$ cat config.mk
export PLATFORM = sky130hd
export DESIGN_NAME = phase_sweep_ctrl
export DESIGN_NICKNAME = d
export VERILOG_FILES = /design/src/rtl/phase_sweep_pkg.sv /design/src/rtl/ber_window_counter.sv /design/src/rtl/phase_sweep_ctrl.sv
export SDC_FILE = /design/constraint.sdc
export NUM_CORES = 1
export LEC_CHECK = 0
export CORE_AREA = 3 3 115 117
export DETAILED_ROUTE_END_ITERATION = 10
export DIE_AREA = 0 0 118 120
export DONT_BUFFER_PORTS = 1
export PLACE_DENSITY_LB_ADDON = 0.3
export SYNTH_ARGS = -nofsm -noshare
export SYNTH_HDL_FRONTEND = slang
export SYNTH_SLANG_ARGS = --single-unit
$ cat constraint.sdc
create_clock -name clock -period 4.2 [get_ports clock]
set_input_delay 0.63 -clock clock [delete_from_list [all_inputs] [get_ports clock]]
set_output_delay 0.63 -clock clock [all_outputs]
set_load 0.02 [all_outputs]
$ cat src/rtl/phase_sweep_pkg.sv
// Shared definitions for the phase sweep controller: state encoding,
// sweep counter width and a saturating increment helper.
package phase_sweep_pkg;

  localparam logic [2:0] ST_IDLE_CODE    = 3'd0;
  localparam logic [2:0] ST_SETTLE_CODE  = 3'd1;
  localparam logic [2:0] ST_MEASURE_CODE = 3'd2;
  localparam logic [2:0] ST_EVAL_CODE    = 3'd3;
  localparam logic [2:0] ST_LOCKED_CODE  = 3'd4;

  typedef enum logic [2:0] {
    ST_IDLE    = ST_IDLE_CODE,
    ST_SETTLE  = ST_SETTLE_CODE,
    ST_MEASURE = ST_MEASURE_CODE,
    ST_EVAL    = ST_EVAL_CODE,
    ST_LOCKED  = ST_LOCKED_CODE
  } state_t;

  localparam int SWEEP_CNT_W = 8;

  // Increment that sticks at the all-ones value instead of wrapping.
  function automatic logic [SWEEP_CNT_W-1:0] sat_inc(input logic [SWEEP_CNT_W-1:0] value);
    if (value == {SWEEP_CNT_W{1'b1}}) begin
      return value;
    end
    return value + 1'b1;
  endfunction

endpackage

$ cat src/rtl/ber_window_counter.sv
// Counts compared bits and bit errors over a window of WINDOW valid bits.
// window_done is a combinational pulse on the valid bit that completes the
// window, and window_err already includes that bit, so the caller can act in
// the same cycle. The counter restarts by itself after each window.
module ber_window_counter #(
  parameter int WINDOW   = 1024,
  parameter int NB_COUNT = 11
) (
  input  logic                clock,
  input  logic                reset,
  input  logic                clear,
  input  logic                bit_valid,
  input  logic                bit_error,
  output logic                window_done,
  output logic [NB_COUNT-1:0] window_err
);

  logic [NB_COUNT-1:0] bit_cnt_reg;
  logic [NB_COUNT-1:0] err_cnt_reg;
  logic [NB_COUNT-1:0] err_inc;

  assign err_inc     = {{(NB_COUNT-1){1'b0}}, bit_valid & bit_error};
  assign window_done = bit_valid && (bit_cnt_reg == NB_COUNT'(WINDOW - 1));
  assign window_err  = err_cnt_reg + err_inc;

  // Bit and error accumulation; a finished window starts the next from zero.
  always_ff @(posedge clock) begin
    if (reset || clear || window_done) begin
      bit_cnt_reg <= '0;
      err_cnt_reg <= '0;
    end else if (bit_valid) begin
      bit_cnt_reg <= bit_cnt_reg + 1'b1;
      err_cnt_reg <= err_cnt_reg + err_inc;
    end
  end

endmodule

$ cat src/rtl/phase_sweep_ctrl.sv
// Link bring-up controller: enables tx/rx, sweeps the rx downsampling phase,
// measures bit errors per phase, locks on the best phase and re-sweeps when
// the locked phase degrades.
module phase_sweep_ctrl
  import phase_sweep_pkg::*;
#(
  parameter int OS         = 4,
  parameter int NB_PHASE   = 2,
  parameter int WINDOW     = 1024,
  parameter int SETTLE     = 64,
  parameter int MAX_ERRORS = 4,
  parameter int NB_COUNT   = 11
) (
  input  logic                   clock,
  input  logic                   i_reset,
  input  logic                   i_start,
  input  logic                   i_stop,
  input  logic                   i_bit_valid,
  input  logic                   i_bit_error,
  output logic                   o_tx_enable,
  output logic                   o_rx_enable,
  output logic [NB_PHASE-1:0]    o_phase,
  output logic                   o_ber_clear,
  output logic                   o_locked,
  output logic [NB_COUNT-1:0]    o_best_errors,
  output logic [SWEEP_CNT_W-1:0] o_sweep_count
);

  localparam int NB_SETTLE = (SETTLE > 1) ? $clog2(SETTLE) : 1;
  localparam logic [NB_SETTLE-1:0] SETTLE_LAST = NB_SETTLE'(SETTLE - 1);
  localparam logic [NB_PHASE-1:0]  LAST_PHASE  = NB_PHASE'(OS - 1);
  localparam logic [NB_COUNT-1:0]  ERR_LIMIT   = NB_COUNT'(MAX_ERRORS);
  // "Nothing measured yet": any real window count beats it.
  localparam logic [NB_COUNT-1:0]  ERR_NONE    = {NB_COUNT{1'b1}};

  state_t                 state_reg, state_next;
  logic [NB_SETTLE-1:0]   settle_cnt_reg, settle_cnt_next;
  logic                   post_lock_reg, post_lock_next;
  logic [NB_PHASE-1:0]    phase_reg, phase_next;
  logic [NB_COUNT-1:0]    best_err_reg, best_err_next;
  logic [NB_PHASE-1:0]    best_phase_reg, best_phase_next;
  logic [NB_COUNT-1:0]    win_err_reg, win_err_next;
  logic                   tx_en_reg, tx_en_next;
  logic                   rx_en_reg, rx_en_next;
  logic                   ber_clear_reg, ber_clear_next;
  logic                   locked_reg, locked_next;
  logic [NB_COUNT-1:0]    best_errors_reg, best_errors_next;
  logic [SWEEP_CNT_W-1:0] sweep_cnt_reg, sweep_cnt_next;

  logic                   counting;
  logic                   window_done;
  logic [NB_COUNT-1:0]    window_err;
  logic                   eval_better;
  logic [NB_COUNT-1:0]    eval_best_err;
  logic [NB_PHASE-1:0]    eval_best_phase;

  // Bits only count while measuring a sweep phase or monitoring a lock.
  assign counting = (state_reg == ST_MEASURE) || (state_reg == ST_LOCKED);

  ber_window_counter #(
    .WINDOW   (WINDOW),
    .NB_COUNT (NB_COUNT)
  ) u_window (
    .clock       (clock),
    .reset       (i_reset),
    .clear       (~counting),
    .bit_valid   (i_bit_valid & counting),
    .bit_error   (i_bit_error),
    .window_done (window_done),
    .window_err  (window_err)
  );

  // Strict compare: on a tie the earlier (lower) phase stays the best.
  assign eval_better     = (win_err_reg < best_err_reg);
  assign eval_best_err   = eval_better ? win_err_reg : best_err_reg;
  assign eval_best_phase = eval_better ? phase_reg : best_phase_reg;

  // Next-state and next-output decisions for the whole controller.
  always_comb begin
    state_next       = state_reg;
    settle_cnt_next  = settle_cnt_reg;
    post_lock_next   = post_lock_reg;
    phase_next       = phase_reg;
    best_err_next    = best_err_reg;
    best_phase_next  = best_phase_reg;
    win_err_next     = win_err_reg;
    tx_en_next       = tx_en_reg;
    rx_en_next       = rx_en_reg;
    ber_clear_next   = 1'b0;
    locked_next      = locked_reg;
    best_errors_next = best_errors_reg;
    sweep_cnt_next   = sweep_cnt_reg;

    if (i_stop && (state_reg != ST_IDLE)) begin
      state_next     = ST_IDLE;
      tx_en_next     = 1'b0;
      rx_en_next     = 1'b0;
      locked_next    = 1'b0;
      post_lock_next = 1'b0;
    end else begin
      case (state_reg)
        ST_IDLE: begin
          if (i_start && !i_stop) begin
            state_next      = ST_SETTLE;
            settle_cnt_next = '0;
            post_lock_next  = 1'b0;
            tx_en_next      = 1'b1;
            rx_en_next      = 1'b1;
            phase_next      = '0;
            best_err_next   = ERR_NONE;
            best_phase_next = '0;
            ber_clear_next  = 1'b1;
          end
        end

        ST_SETTLE: begin
          settle_cnt_next = settle_cnt_reg + 1'b1;
          if (settle_cnt_reg == SETTLE_LAST) begin
            settle_cnt_next = '0;
            if (post_lock_reg) begin
              state_next     = ST_LOCKED;
              locked_next    = 1'b1;
              post_lock_next = 1'b0;
            end else begin
              state_next = ST_MEASURE;
            end
          end
        end

        ST_MEASURE: begin
          if (window_done) begin
            state_next   = ST_EVAL;
            win_err_next = window_err;
          end
        end

        ST_EVAL: begin
          state_next      = ST_SETTLE;
          settle_cnt_next = '0;
          ber_clear_next  = 1'b1;
          best_err_next   = eval_best_err;
          best_phase_next = eval_best_phase;
          if (phase_reg < LAST_PHASE) begin
            phase_next = phase_reg + 1'b1;
          end else begin
            sweep_cnt_next   = sat_inc(sweep_cnt_reg);
            best_errors_next = eval_best_err;
            if (eval_best_err <= ERR_LIMIT) begin
              phase_next     = eval_best_phase;
              post_lock_next = 1'b1;
            end else begin
              phase_next      = '0;
              best_err_next   = ERR_NONE;
              best_phase_next = '0;
            end
          end
        end

        ST_LOCKED: begin
          if (window_done && (window_err > ERR_LIMIT)) begin
            state_next      = ST_SETTLE;
            settle_cnt_next = '0;
            locked_next     = 1'b0;
            phase_next      = '0;
            best_err_next   = ERR_NONE;
            best_phase_next = '0;
            ber_clear_next  = 1'b1;
          end
        end

        default: begin
          state_next = ST_IDLE;
        end
      endcase
    end
  end

  // FSM state, settle timer and post-lock flag.
  always_ff @(posedge clock) begin
    if (i_reset) begin
      state_reg      <= ST_IDLE;
      settle_cnt_reg <= '0;
      post_lock_reg  <= 1'b0;
    end else begin
      state_reg      <= state_next;
      settle_cnt_reg <= settle_cnt_next;
      post_lock_reg  <= post_lock_next;
    end
  end

  // Current phase, best-so-far tracking and the captured window error count.
  always_ff @(posedge clock) begin
    if (i_reset) begin
      phase_reg      <= '0;
      best_err_reg   <= ERR_NONE;
      best_phase_reg <= '0;
      win_err_reg    <= '0;
    end else begin
      phase_reg      <= phase_next;
      best_err_reg   <= best_err_next;
      best_phase_reg <= best_phase_next;
      win_err_reg    <= win_err_next;
    end
  end

  // Registered status and control outputs.
  always_ff @(posedge clock) begin
    if (i_reset) begin
      tx_en_reg       <= 1'b0;
      rx_en_reg       <= 1'b0;
      ber_clear_reg   <= 1'b0;
      locked_reg      <= 1'b0;
      best_errors_reg <= ERR_NONE;
      sweep_cnt_reg   <= '0;
    end else begin
      tx_en_reg       <= tx_en_next;
      rx_en_reg       <= rx_en_next;
      ber_clear_reg   <= ber_clear_next;
      locked_reg      <= locked_next;
      best_errors_reg <= best_errors_next;
      sweep_cnt_reg   <= sweep_cnt_next;
    end
  end

  assign o_tx_enable   = tx_en_reg;
  assign o_rx_enable   = rx_en_reg;
  assign o_phase       = phase_reg;
  assign o_ber_clear   = ber_clear_reg;
  assign o_locked      = locked_reg;
  assign o_best_errors = best_errors_reg;
  assign o_sweep_count = sweep_cnt_reg;

endmodule

==> results.py <==
metrics = {
    "cts": {
        "cts-root-to-sink-buffers": 2,
        "cts-buffers-inserted": 9,
        "htree_levels": 3,
        "cts.hold.buffers_added": 0,
        "clock_tree.root_cell": "clkbuf_16",
        "cts_tree": "done",
        "cts_resized": 0,
        "postCtsSetupBuffers": 0,
        "clock-sinks": 80,
        "worst_path_clk_slew_ns": 0.06,
        "clk_latency_ns": 0.34,
    },
    "die": {
        "initial_core_util_pct": 34.0,
        "core_region_area_um2": 12500,
        "full_die_area_um2": 14200,
        "dieWidth_um": 118,
        "io_pins": 31,
        "die_h_um": 120,
        "std_cell_rows": 41,
    },
    "global_routing": {
        "globalRouteMet1Util_pct": 17.6,
        "grt_antenna_before_repair": 0,
        "pin_count_of_the_biggest_net_entering_global_routing": 46,
        "grt_pass1_wl_um": 15900,
        "grt.met2_usage_pct": 21.6,
        "gr-max-usage-layer": "met2",
        "grt_util_all_layers_pct": 13.7,
        "first_global_vias": 3313,
        "gr-usage-met3_pct": 4.52,
        "global_route.overflow_total": 0,
    },
    "synth": {
        "synth_cells": 505,
        "synth_enable_flop_cells": 0,
        "synth_top_cells_by_count": "80 x dfxtp_1, 54 x nor2_1, 52 x nand2_1",
        "synth_most_common_cell": "dfxtp_1",
        "mappedNetlistArea_um2": 4240,
        "syn_avg_cell_area_um2": 8.40,
        "synth.ff_latch_count": 80,
        "yosysSeqAreaShare_pct": 37.7,
        "synthesis.nets": 527,
        "library_cell_with_the_largest_summed_area_after_synthesis": "dfxtp_1",
        "synthFlopType": "dfxtp_1",
        "synth_warnings": 0,
        "synth_top_area_share_pct": 37.7,
        "synth.area.top_cells": "dfxtp_1 38%, nor2_1 4.8%, ha_1 4.7%",
        "synthDistinctLibCells": 55,
        "asyncSetResetFlopFracSynth_pct": 0,
    },
    "timing": {
        "tns_ns": 0,
        "rsz0062_at_grt": "false",
        "setup_slack_ns": 0.658,
        "finalSetupViolations": 0,
        "remaining_max_slew_budget_at_the_tightest_pin_pct": 19.4,
        "layout_worst_path_cycle_share_pct": 84.3,
        "period_minus_slack_ns": 3.54,
        "worst-slew-pin-transition_ns": 1.21,
        "finClkSkew_ns": 0.00485,
        "clock.fmax_ghz": 0.282,
        "timing.final.max_slew_violations": 0,
        "hold_violations": 0,
    },
    "placed_design": {
        "detailedPlace.worstSlack_ns": 0.700,
        "place.port_buffers": 0,
        "gp_congestion": 0.823,
        "dpl.hpwl_um": 6810,
    },
    "setup_path": {
        "critPathMaxFanout": 12,
        "worst-endpoint-required_ns": 4.49,
        "startpoint_type": "register",
        "worstRegToRegCells": 11,
        "critPathKind": "register to register",
        "worst_setup_path_end_kind": "register",
        "critPathArrivalTime_ns": 3.83,
    },
    "power": {
        "switching_power_uw": 369,
        "internal_power_uw": 1260,
        "vdd_drop_max_mv": 0.280,
        "p_comb_share_pct": 3.9,
        "power_density_normalized_to_cell_area_nw_per_um2": 352,
        "power_leakage_uw": 0.00179,
        "power.switching_fraction_pct": 22.6,
        "seq_power_share_pct": 47.7,
        "power.clock.fraction_pct": 48.4,
    },
    "final_layout": {
        "fraction_of_layout_instances_using_a_drive_strength_above_1_pct": 7.06,
        "final_nets": 513,
        "area_growth_pct": 9.41,
        "antenna_cells_inserted": 0,
        "layout.filler_cells": 1293,
    },
    "min_path": {
        "worstHoldPathCells": 1,
        "hold_class": "primary input to register",
    },
    "drt": {
        "number_of_iterations_in_the_first_detailed_routing_pass": 4,
        "final_antenna_net_count": 0,
        "dr.first_iter.drc_count": 182,
        "post-route-drc-count": 0,
        "wirelength_um": 9510,
        "routed_via_density": 5.18,
        "wirelength_per_cell_um": 14.2,
        "vias": 3458,
    },
    "outcome": {
        "outcome": "finished clean",
    },
    "job": {
        "max_cap_viol_count": 0,
    },
}
## final cells by class
| type | count | area [µm²] | share of cell area [%] |
|---|---|---|---|
| inverters | 23 | 86.3 | 1.86 |
| well taps | 172 | 215 | 4.64 |
| clock buffers | 11 | 243 | 5.23 |
| flip-flops and latches | 80 | 1600 | 34.5 |
| clock inverters | 5 | 56.3 | 1.21 |
| multi-input cells | 373 | 2410 | 51.9 |
| repair buffers | 4 | 30.0 | 0.647 |
## layer usage
layer	routed length, µm	up-vias	share of wire, %
met5	0	-	0
met4	133	0	1.4
met3	414	8	4.4
met2	4230	54	44
met1	4730	1615	50
li1	-	1781	-
## power groups by stage
stage                     logic, µW  registers [µW]  clock network, µW
final                          64.3             778                790
after global routing           73.3             778                840
after CTS                      64.2             777                805
after detailed placement       63.7             794                  0
after global placement         63.4             793                  0
after floorplan                64.9             787                  0
## cells by family (layout without fill, tap and decap cells)
kind of cell	after synthesis	in the layout	share of synthesized area (%)
XOR/XNOR	32	32	6.61
flip-flops	80	80	37.7
adder cells (fa/ha/maj)	16	16	4.72
multiplexers	15	15	3.66
AND/OR/NAND/NOR	198	198	23.3
buffers and inverters	52	43	5.46
AO/OA/AOI/OAI	112	112	18.5
## path summary, 6_finish.rpt
check	from	end	slack, ns
min	i_reset	o_sweep_count[7]$_SDFFE_PP0P_	0.35
min reg2reg	u_window.bit_cnt_reg[10]$_SDFFE_PP0N_	u_window.bit_cnt_reg[10]$_SDFFE_PP0N_	0.47
max	state_reg[1]$_SDFFE_PP0P_	o_phase[1]$_SDFFE_PP0P_	0.66
max reg2reg	state_reg[1]$_SDFFE_PP0P_	o_phase[1]$_SDFFE_PP0P_	0.66
## stage by stage
step	util (%)	total power [µW]	instances	hold WS (ns)	cell area, µm²
final	37.2	1630	668	0.354	4640
after floorplan	-	852	505	0.441	4240
after CTS	37.2	1650	668	0.340	4640
after detailed placement	34.8	858	652	0.465	4340
after global routing	37.2	1690	668	0.330	4640
after global placement	34.8	857	652	0.453	4340
## worst max-delay path, stage by stage, from the launching register on
cell     delay (ns)
dfxtp_1        0.56
xnor2_1        0.18
nor3b_1        0.27
and2_1         0.17
ha_1           0.18
ha_1           0.26
and2_4         0.23
nand4_1        0.15
xnor2_1        0.22
o41ai_4        0.58
a21o_1         0.46
a221o_1        0.22
## placed cells by master, fill, tap and decap left out, types with 10 or more instances in the layout
master	instances
xnor2_1	15
nand2_1	52
a31oi_1	15
ha_1	16
nand4_1	10
nand3_1	14
a21oi_1	35
xor2_1	17
nor2_1	54
nor3_1	21
dfxtp_1	80
inv_1	23
o21ai_0	15
o32ai_1	12
mux2i_1	14
No activity file was read; power rests on OpenSTA's default activity.
